$ cat config.mk
export PLATFORM = sky130hd
export DESIGN_NAME = perf_counter_reporter_flat
export DESIGN_NICKNAME = d
export VERILOG_FILES = /design/src/rtl/perf_counter_reporter_if.sv /design/src/rtl/perf_counter_reporter.sv /design/src/flat_wrapper.sv
export SDC_FILE = /design/constraint.sdc
export NUM_CORES = 1
export LEC_CHECK = 0
export ABC_AREA = 0
export ABC_CLOCK_PERIOD_IN_PS = 2000
export CORE_ASPECT_RATIO = 0.5
export CORE_MARGIN = 5
export CORE_UTILIZATION = 46
export DETAILED_ROUTE_END_ITERATION = 7
export HOLD_SLACK_MARGIN = 0.1
export PLACE_DENSITY_LB_ADDON = 0.3
export SYNTH_ARGS = -nofsm -noshare
export SYNTH_HDL_FRONTEND = slang
export SYNTH_SLANG_ARGS = --single-unit
$ cat constraint.sdc
create_clock -name clkFPGA -period 2 [get_ports clkFPGA]
set_input_delay 0.6 -clock clkFPGA [delete_from_list [all_inputs] [get_ports clkFPGA]]
set_output_delay 0.6 -clock clkFPGA [all_outputs]
set_load 0.1 [all_outputs]
$ cat src/rtl/perf_counter_reporter_if.sv
// Byte stream link from the counter reporter toward the host-link transmitter.
interface perf_counter_reporter_if;
   logic [7:0] tx_data;
   logic       tx_valid;
   logic       tx_ready;

   modport master (output tx_data, output tx_valid, input tx_ready);
   modport slave  (input tx_data, input tx_valid, output tx_ready);
endinterface

$ cat src/rtl/perf_counter_reporter.sv
// Snapshots the four datapath performance counters on a rising edge of
// finish and streams them as a 14-byte frame:
//   HEADER, stall[3], arith[3], mem[3], cpi[3], xor-checksum of bytes 1..12.
// Each counter is sent little-endian in 3 bytes, so CNT_W must be 17..24.
//
// state | meaning
// ------+------------------------------------------------------------
// IDLE  | no frame in progress; waiting for a finish rising edge
// SEND  | presenting snapshot bytes idx 0..13 under valid/ready
module perf_counter_reporter #(
   parameter int          CNT_W  = 19,
   parameter logic [7:0]  HEADER = 8'hA5
) (
   input  logic             clkFPGA,
   input  logic             rst,
   input  logic             finish,
   input  logic [CNT_W-1:0] stall_count,
   input  logic [CNT_W-1:0] arith_count,
   input  logic [CNT_W-1:0] mem_count,
   input  logic [CNT_W-1:0] cpi_count,
   perf_counter_reporter_if.master tx,
   output logic             busy,
   output logic             frame_done,
   output logic             overrun
);

   localparam logic [0:0] IDLE = 1'b0;
   localparam logic [0:0] SEND = 1'b1;

   logic [0:0]       state;
   logic [3:0]       idx;
   logic [7:0]       csum;
   logic             finish_q;
   logic [CNT_W-1:0] snap_stall, snap_arith, snap_mem, snap_cpi;
   logic [23:0]      w_stall, w_arith, w_mem, w_cpi;
   logic [7:0]       sel_byte;
   logic             rise;
   logic             xfer;

   assign rise = finish & ~finish_q;
   assign xfer = (state == SEND) & tx.tx_ready;

   // Zero-extend each snapshot to 24 bits so the top byte is well defined.
   always_comb begin
      w_stall = '0;
      w_arith = '0;
      w_mem   = '0;
      w_cpi   = '0;
      w_stall[CNT_W-1:0] = snap_stall;
      w_arith[CNT_W-1:0] = snap_arith;
      w_mem[CNT_W-1:0]   = snap_mem;
      w_cpi[CNT_W-1:0]   = snap_cpi;
   end

   // Frame byte selected by idx; only the snapshot feeds the stream.
   always_comb begin
      sel_byte = 8'h00;
      case (idx)
         4'd0:  sel_byte = HEADER;
         4'd1:  sel_byte = w_stall[7:0];
         4'd2:  sel_byte = w_stall[15:8];
         4'd3:  sel_byte = w_stall[23:16];
         4'd4:  sel_byte = w_arith[7:0];
         4'd5:  sel_byte = w_arith[15:8];
         4'd6:  sel_byte = w_arith[23:16];
         4'd7:  sel_byte = w_mem[7:0];
         4'd8:  sel_byte = w_mem[15:8];
         4'd9:  sel_byte = w_mem[23:16];
         4'd10: sel_byte = w_cpi[7:0];
         4'd11: sel_byte = w_cpi[15:8];
         4'd12: sel_byte = w_cpi[23:16];
         4'd13: sel_byte = csum;
         default: sel_byte = 8'h00;
      endcase
   end

   // Outputs are pure decodes of the state so valid never glitches mid-frame.
   always_comb begin
      tx.tx_valid = (state == SEND);
      tx.tx_data  = (state == SEND) ? sel_byte : 8'h00;
      busy        = (state == SEND);
   end

   // Frame sequencing, snapshot capture, checksum and overrun tracking.
   always_ff @(posedge clkFPGA) begin
      if (rst) begin
         state      <= IDLE;
         idx        <= '0;
         csum       <= '0;
         finish_q   <= 1'b0;
         frame_done <= 1'b0;
         overrun    <= 1'b0;
         snap_stall <= '0;
         snap_arith <= '0;
         snap_mem   <= '0;
         snap_cpi   <= '0;
      end else begin
         finish_q   <= finish;
         frame_done <= 1'b0;
         case (state)
            IDLE: begin
               if (rise) begin
                  snap_stall <= stall_count;
                  snap_arith <= arith_count;
                  snap_mem   <= mem_count;
                  snap_cpi   <= cpi_count;
                  idx        <= '0;
                  csum       <= '0;
                  state      <= SEND;
               end
            end
            SEND: begin
               // A second trigger mid-frame is flagged, never queued.
               if (rise) overrun <= 1'b1;
               if (xfer) begin
                  if (idx != 4'd0 && idx != 4'd13) csum <= csum ^ sel_byte;
                  if (idx == 4'd13) begin
                     idx        <= '0;
                     state      <= IDLE;
                     frame_done <= 1'b1;
                  end else begin
                     idx <= idx + 4'd1;
                  end
               end
            end
            default: state <= IDLE;
         endcase
      end
   end

endmodule

$ cat src/flat_wrapper.sv
// flat-port wrapper written by rule: the top's interface ports become plain ports
module perf_counter_reporter_flat 
#(
   parameter int          CNT_W  = 19,
   parameter logic [7:0]  HEADER = 8'hA5
)
  (clkFPGA, rst, finish, stall_count, arith_count, mem_count, cpi_count, busy, frame_done, overrun, tx_tx_data, tx_tx_valid, tx_tx_ready);
  perf_counter_reporter_if tx_i ();
  input  logic clkFPGA;
  input  logic rst;
  input  logic finish;
  input  logic [CNT_W-1:0] stall_count;
  input  logic [CNT_W-1:0] arith_count;
  input  logic [CNT_W-1:0] mem_count;
  input  logic [CNT_W-1:0] cpi_count;
  output logic busy;
  output logic frame_done;
  output logic overrun;
  output wire logic [$bits(tx_i.tx_data)-1:0] tx_tx_data;
  output wire logic [$bits(tx_i.tx_valid)-1:0] tx_tx_valid;
  input wire logic [$bits(tx_i.tx_ready)-1:0] tx_tx_ready;
  assign tx_tx_data = tx_i.tx_data;
  assign tx_tx_valid = tx_i.tx_valid;
  assign tx_i.tx_ready = tx_tx_ready;
  perf_counter_reporter #(.CNT_W(CNT_W), .HEADER(HEADER)) u_core (.clkFPGA(clkFPGA), .rst(rst), .finish(finish), .stall_count(stall_count), .arith_count(arith_count), .mem_count(mem_count), .cpi_count(cpi_count), .tx(tx_i), .busy(busy), .frame_done(frame_done), .overrun(overrun));
endmodule
==> results of run 1 <==
==> kinds of logic (layout without fill, tap and decap cells) <==
kind of cell	count (synthesis)	in the layout
DFF	92	92
AOI/OAI and AO/OA	148	148
muxes	11	11
xor gates and xnor gates	1	1
buffers and inverters	48	182
and+or+nand+nor	250	250
==> report_power, final <==
part | internal (W) | leakage, nW | switching, W
Clock | 0.00101 | 0.145 | 0.000719
Sequential | 0.00193 | 0.756 | 0.0000903
Combinational | 0.000350 | 1.52 | 0.000364
Total | 0.00329 | 2.42 | 0.00117
==> critical path: cells and delay by family, from the launching register on <==
| family | cells | cell delay [ns] |
|---|---|---|
| simple gates | 3 | 0.76 |
| compound gates | 2 | 0.21 |
| flops | 1 | 0.36 |
| buf+inv | 3 | 0.43 |
==> area by class of cell <==
class	instances	area [sq um]	area share
Inverter	3	13.8	0.00217
Clock buffer	10	239	0.0377
Timing Repair Buffer	163	1630	0.257
Tap cell	117	146	0.0231
Clock inverter	6	71.3	0.0112
Multi-Input combinational cell	410	2380	0.375
Sequential cell	92	1860	0.293
==> placed cells by master (no fill, tap or decap), types with 5 or more instances in the layout <==
master / n
mux2_4: 6
nand3_1: 14
nor2b_1: 7
buf_4: 61
o21ai_1: 7
buf_6: 8
nor2_1: 12
clkbuf_16: 9
buf_12: 14
nand2_1: 167
dfxtp_1: 87
a22o_1: 5
o21ai_0: 8
dfxtp_4: 5
clkdlybuf4s50_1: 78
nor2b_4: 5
a21oi_1: 86
==> stage by stage <==
| step | setup WS (ns) | area (sq um) | hold WS [ns] | total power [W] | instances |
|---|---|---|---|---|---|
| 2_1_floorplan | -0.198 | 4360 | 0.431 | 0.00239 | 550 |
| 3_3_place_gp | -0.602 | 5700 | 0.438 | 0.00272 | 766 |
| 3_5_place_dp | -0.556 | 5700 | 0.448 | 0.00274 | 766 |
| 4_1_cts | -0.692 | 6200 | 0.458 | 0.00447 | 794 |
| 5_1_grt | -0.731 | 6340 | 0.474 | 0.00463 | 801 |
| 6_report | -0.687 | 6340 | 0.456 | 0.00446 | 801 |
==> worst min-delay path by stage <==
stage / to / depth (start not counted) / from
after floorplan: u_core.snap_stall[6]$_SDFFE_PP0P_ / 2 / u_core.snap_stall[6]$_SDFFE_PP0P_
final: u_core.snap_stall[18]$_SDFFE_PP0P_ / 2 / u_core.snap_stall[18]$_SDFFE_PP0P_
after CTS: u_core.snap_cpi[3]$_SDFFE_PP0P_ / 2 / u_core.snap_cpi[3]$_SDFFE_PP0P_
after detailed placement: u_core.snap_stall[5]$_SDFFE_PP0P_ / 2 / u_core.snap_stall[5]$_SDFFE_PP0P_
after global routing: u_core.snap_cpi[6]$_SDFFE_PP0P_ / 2 / u_core.snap_cpi[6]$_SDFFE_PP0P_
after global placement: u_core.snap_cpi[3]$_SDFFE_PP0P_ / 2 / u_core.snap_cpi[3]$_SDFFE_PP0P_
==> layer usage <==
layer	wire length, microns	vias to the layer above	GRT usage	part of all wire
li1	-	2140	-	-
met1	6870	2061	0.371	0.48
met2	5870	185	0.344	0.41
met3	1410	13	0.0640	0.099
met4	107	0	0.0466	0.0075
met5	0	-	0	0
==> state kept, by name, indices dropped and copies added (netlist names) <==
name / cells
u_core.overrun: 1
u_core.busy: 1
u_core.frame_done: 1
u_core.finish_q: 1
u_core.snap_arith: 19
u_core.csum: 8
u_core.snap_mem: 19
u_core.idx: 4
u_core.snap_cpi: 19
u_core.snap_stall: 19
==> repair_timing <==
item                       4_1_cts  5_1_grt
pin swaps                        7       12
setup endpoints to repair       12       15
resized for setup               26       21
buffers inserted                12        9
==> flow_summary.ini, run 1 <==
[floorplanning]
dieHeight_microns = 77.9
start_util = 0.480
std_cell_rows = 24
die_area_sq_um = 11300
core_sq_um = 8830
fp.dieW_microns = 146
io_pins = 92

[timing]
worst_slew_pin_slew_ns = 0.509
fin_ws_ns = -0.687
fin_crit_ns = 2.69
slew_violations = 0
fin_skew_ns = 0.00739
max_clock_freq_mhz = 372
setup_viol = 8
finalHoldViolCount = 0
post-route-period-util = 1.34
fin_setup_tns_ns = -5.18
max-slew-margin-rel = 0.661
rsz0062_at_grt = yes

[place]
gp_congestion = 0.988
dp_hpwl_microns = 10500
port-buffer-count = 91

[critical_path]
path_class = reg2out
cp_max_fo = 5
cp_cell_sequence = buf_6 -> buf_4 -> and4b_1 -> o21ai_1 -> o31ai_1 -> or3_4 -> and2_4 -> buf_12
slowest_delay_ns = 0.41
critical_path_required_ns = 1.40
r2r-start = u_core.idx[3]$_SDFFE_PP0P_
rrSetupSlack_ns = 0
rr_endpoint = u_core.csum[3]$_SDFFE_PP0P_
cp.arrival_ns = 2.09
endpoint = tx_tx_data[1]
worst_setup_path_start_kind = register
startpoint = u_core.idx[1]$_SDFFE_PP0P_
rr_worst_depth = 9
critPathSlowestCell = or3_4
cp-end-kind = output pin

[synth]
synth_area_sq_um = 4240
synth_fa_ha_area_frac = 0
synth_edf_count = 0
yosys.cell_count.top_type = nand2_1
synth_fp_nets = 630
synth_area_leaders = dfxtp_1, nand2_1, a21oi_1, nor2b_1, clkbuf_1
synth-xor-area-share = 0.00207
yosys.area_share.simple = 0.269
yosysSeqAreaShare = 0.435
synth_top_area_frac = 0.435
ys.flop_type = dfxtp_1
syn_area_per_cell_sq_um = 7.71
ys.warnings.count = 0
synth_mux_area_frac = 0.0316
async_reset_ff_frac = 0
yosys_register_bits = 92
synth.distinct_cells = 56
yosys.area.top_type = dfxtp_1
synth_compound_area_frac = 0.206
synthTopCellsByCount = nand2_1, dfxtp_1, a21oi_1, clkbuf_1, nor2_1
syn_inst = 550
synth_top_family_by_area = simple AND/OR/NAND/NOR gates

[finish]
area_growth_pct = 49.6
nets = 759
fin_util = 0.718
final.fill_count = 725
drive_gt1_frac = 0.231
n_antenna_cell = 0

[status]
violations = setup timing
outcome = complete, but fails checks

[clocking]
cts_buffers = 9
cts_tree = built
clk_pin_slew_ns = 0.07
ctsHtreeMaxLevel = 3
cts_hold_buf = 0
clockBufferDepth = 2
clock_sinks = 92
root_buffer = clkbuf_16
clk_latency_ns = 0.34

[grt]
grt.overflow.total = 0
grt_start_max_net_pins = 50
antenna_found_initial = 0
track_usage = 0.244
grt_pass1_wl_microns = 22100
grt_pass1_vias = 4076

[run]
drv_cap = 0

[drt]
via_per_inst = 5.49
antenna_left = 0
drt_wl_total_microns = 14300
wire_per_inst_microns = 17.8
drt_iter0_markers = 465
vias = 4399
firstDrtPassIters = 6
route.detailed.drc = 0

[power]
p_leak_nw = 2.42
vdd_drop_max_mv = 0.572
power.density_nw_per_um2 = 704

[min_path]
hold_path_class = reg2reg
Power figures use the tool's default switching activity.
==> run 2, diff against run 1 <==
CTS_CLUSTER_SIZE = 8   (was not set)
SLEW_MARGIN = 20   (was not set)
==> results of run 2 <==
No change in the layout: final DEF, timing and power equal those of run 1.
==> run 3, diff against run 2 <==
CORE_MARGIN = not set   (was 5)
==> run 3 against run 2 <==
Against the previous run: critical path depth is 1 lower; maximum frequency down 0.49%; critical endpoint is now tx_tx_data[4]; global-route usage is 5.5 points higher; worst hold slack better by 0.0011 ns; critical path type unchanged; the flow still finishes with violations (setup timing); via count decreased by 2.0%; routed wire length down 5.9%; clock skew is 0.0019 ns lower; highest routed layer unchanged.
==> flow_summary.ini, run 3 (synthesis results as in run 1) <==
[floorplanning]
die_area_sq_um = 9620
std_cell_rows = 24
dieHeight_microns = 69.9
io_pins = 92
fp.dieW_microns = 138
start_util = 0.480
core_sq_um = 8830

[clocking]
clock_sinks = 92
clockBufferDepth = 2
ctsHtreeMaxLevel = 3
root_buffer = clkbuf_16
clk_pin_slew_ns = 0.07
cts_buffers = 9
clk_latency_ns = 0.34
cts_tree = built
cts_hold_buf = 0

[power]
power.total_w = 0.00433
power.density_nw_per_um2 = 693
vdd_drop_max_mv = 0.496
p_leak_nw = 2.38

[run]
drv_cap = 0

[timing]
post-route-period-util = 1.35
slew_violations = 0
max-slew-margin-rel = 0.647
worst_slew_pin_slew_ns = 0.530
fin_ws_ns = -0.700
setup_viol = 9
max_clock_freq_mhz = 370
fin_skew_ns = 0.00545
rsz0062_at_grt = yes
finalHoldViolCount = 0
fin_crit_ns = 2.70

[finish]
nets = 755
final_common_cell = nand2_1
final_cell_mix = nand2_1, dfxtp_1, a21oi_1
n_antenna_cell = 0
area_growth_pct = 47.5
final_cells = 797
drive_gt1_frac = 0.225
final.fill_count = 742

[drt]
vias = 4312
drt_wl_total_microns = 13400
firstDrtPassIters = 5
antenna_left = 0
route.detailed.drc = 0
via_per_inst = 5.41
wire_per_inst_microns = 16.8
drt_iter0_markers = 369

[place]
gp_congestion = 0.918
dp_hpwl_microns = 10200
port-buffer-count = 91
place_inst = 775

[status]
outcome = complete, but fails checks
violations = setup timing

[critical_path]
cp_cell_sequence = buf_4 -> mux2_4 -> a32oi_2 -> nand2_2 -> a211oi_4 -> nor2b_4 -> buf_12
path_class = reg2out
critical-path-top-delay-family = compound AO/OA/AOI/OAI gates
critical_path_buf_inv_count = 2
cp_max_fo = 8
critical_path_required_ns = 1.40
worst_setup_path_start_kind = register
cp.arrival_ns = 2.10
cp-end-kind = output pin
slowest_delay_ns = 0.43
critPathSlowestCell = dfxtp_4

[grt]
grt_pass1_wl_microns = 21200
track_usage = 0.298
grt_start_max_net_pins = 52
grt.overflow.total = 0
antenna_found_initial = 0
grt_pass1_vias = 3930

[min_path]
hold_path_class = reg2reg
-- run 3: changes by cell type in the layout (fill, tap and decap cells not counted), moves of 3 or more --
cell / delta
buf_6: -4
o21ai_0: +3
a22oi_1: +3
a22oi_2: -3
-- run 3: cell type report --
cell class / count / area (sq um) / area share
repair buffers: 159 / 1600 / 0.256
clock inverters: 6 / 46.3 / 0.00740
well taps: 117 / 146 / 0.0234
inverters: 3 / 13.8 / 0.00220
clock buffers: 10 / 229 / 0.0366
flip-flops and latches: 92 / 1860 / 0.298
multi-input cells: 410 / 2350 / 0.377
-- run 3: repair_timing --
| action | CTS | global route |
|---|---|---|
| pin swaps | 7 | 5 |
| setup buffers | 4 | 2 |
| endpoints found under the setup margin | 12 | 12 |
| gates resized for setup | 22 | 11 |
-- run 3: worst min-delay path: stages (launching register included) --
cell and delay [ns]:
dfxtp_1 0.31, nand2_1 0.05, a21oi_1 0.05
-- run 3: worst paths after layout --
path	start	endpoint	slack (ns)	depth (start not counted)
worst min-delay path	u_core.snap_stall[3]$_SDFFE_PP0P_	u_core.snap_stall[3]$_SDFFE_PP0P_	0.46	2
worst max-delay path	u_core.idx[3]$_SDFFE_PP0P_	tx_tx_data[4]	-0.70	7
worst max register to register	u_core.idx[2]$_SDFFE_PP0P_	u_core.csum[5]$_SDFFE_PP0P_	-0.02	8
worst min register to register	u_core.snap_stall[3]$_SDFFE_PP0P_	u_core.snap_stall[3]$_SDFFE_PP0P_	0.46	2
-- run 3: power by group --
| group | total (W) | leakage [nW] | internal, W | switching (W) |
|---|---|---|---|---|
| Clock | 0.00159 | 0.130 | 0.000854 | 0.000737 |
| Sequential | 0.00202 | 0.756 | 0.00193 | 0.0000893 |
| Combinational | 0.000725 | 1.49 | 0.000361 | 0.000364 |
| Total | 0.00433 | 2.38 | 0.00314 | 0.00119 |
-- run 3: stage by stage --
stage | instance area, sq um | setup TNS (ns) | worst slack, ns | hold WS (ns) | utilization
4_1_cts | 6190 | -5.09 | -0.690 | 0.454 | 0.701
6_report | 6250 | -5.19 | -0.700 | 0.457 | 0.708
3_5_place_dp | 5810 | -13.78 | -0.546 | 0.446 | 0.658
5_1_grt | 6250 | -5.67 | -0.759 | 0.479 | 0.708
2_1_floorplan | 4360 | -0.923 | -0.198 | 0.431 | -
3_3_place_gp | 5810 | -12.11 | -0.484 | 0.441 | 0.658
-- run 3: per-layer routing --
metal,vias up,global-route usage,wire length (microns)
li1,2133,-,-
met1,2010,0.473,6950
met2,154,0.398,5330
met3,15,0.0712,1010
met4,0,0.0640,131
met5,-,0,0
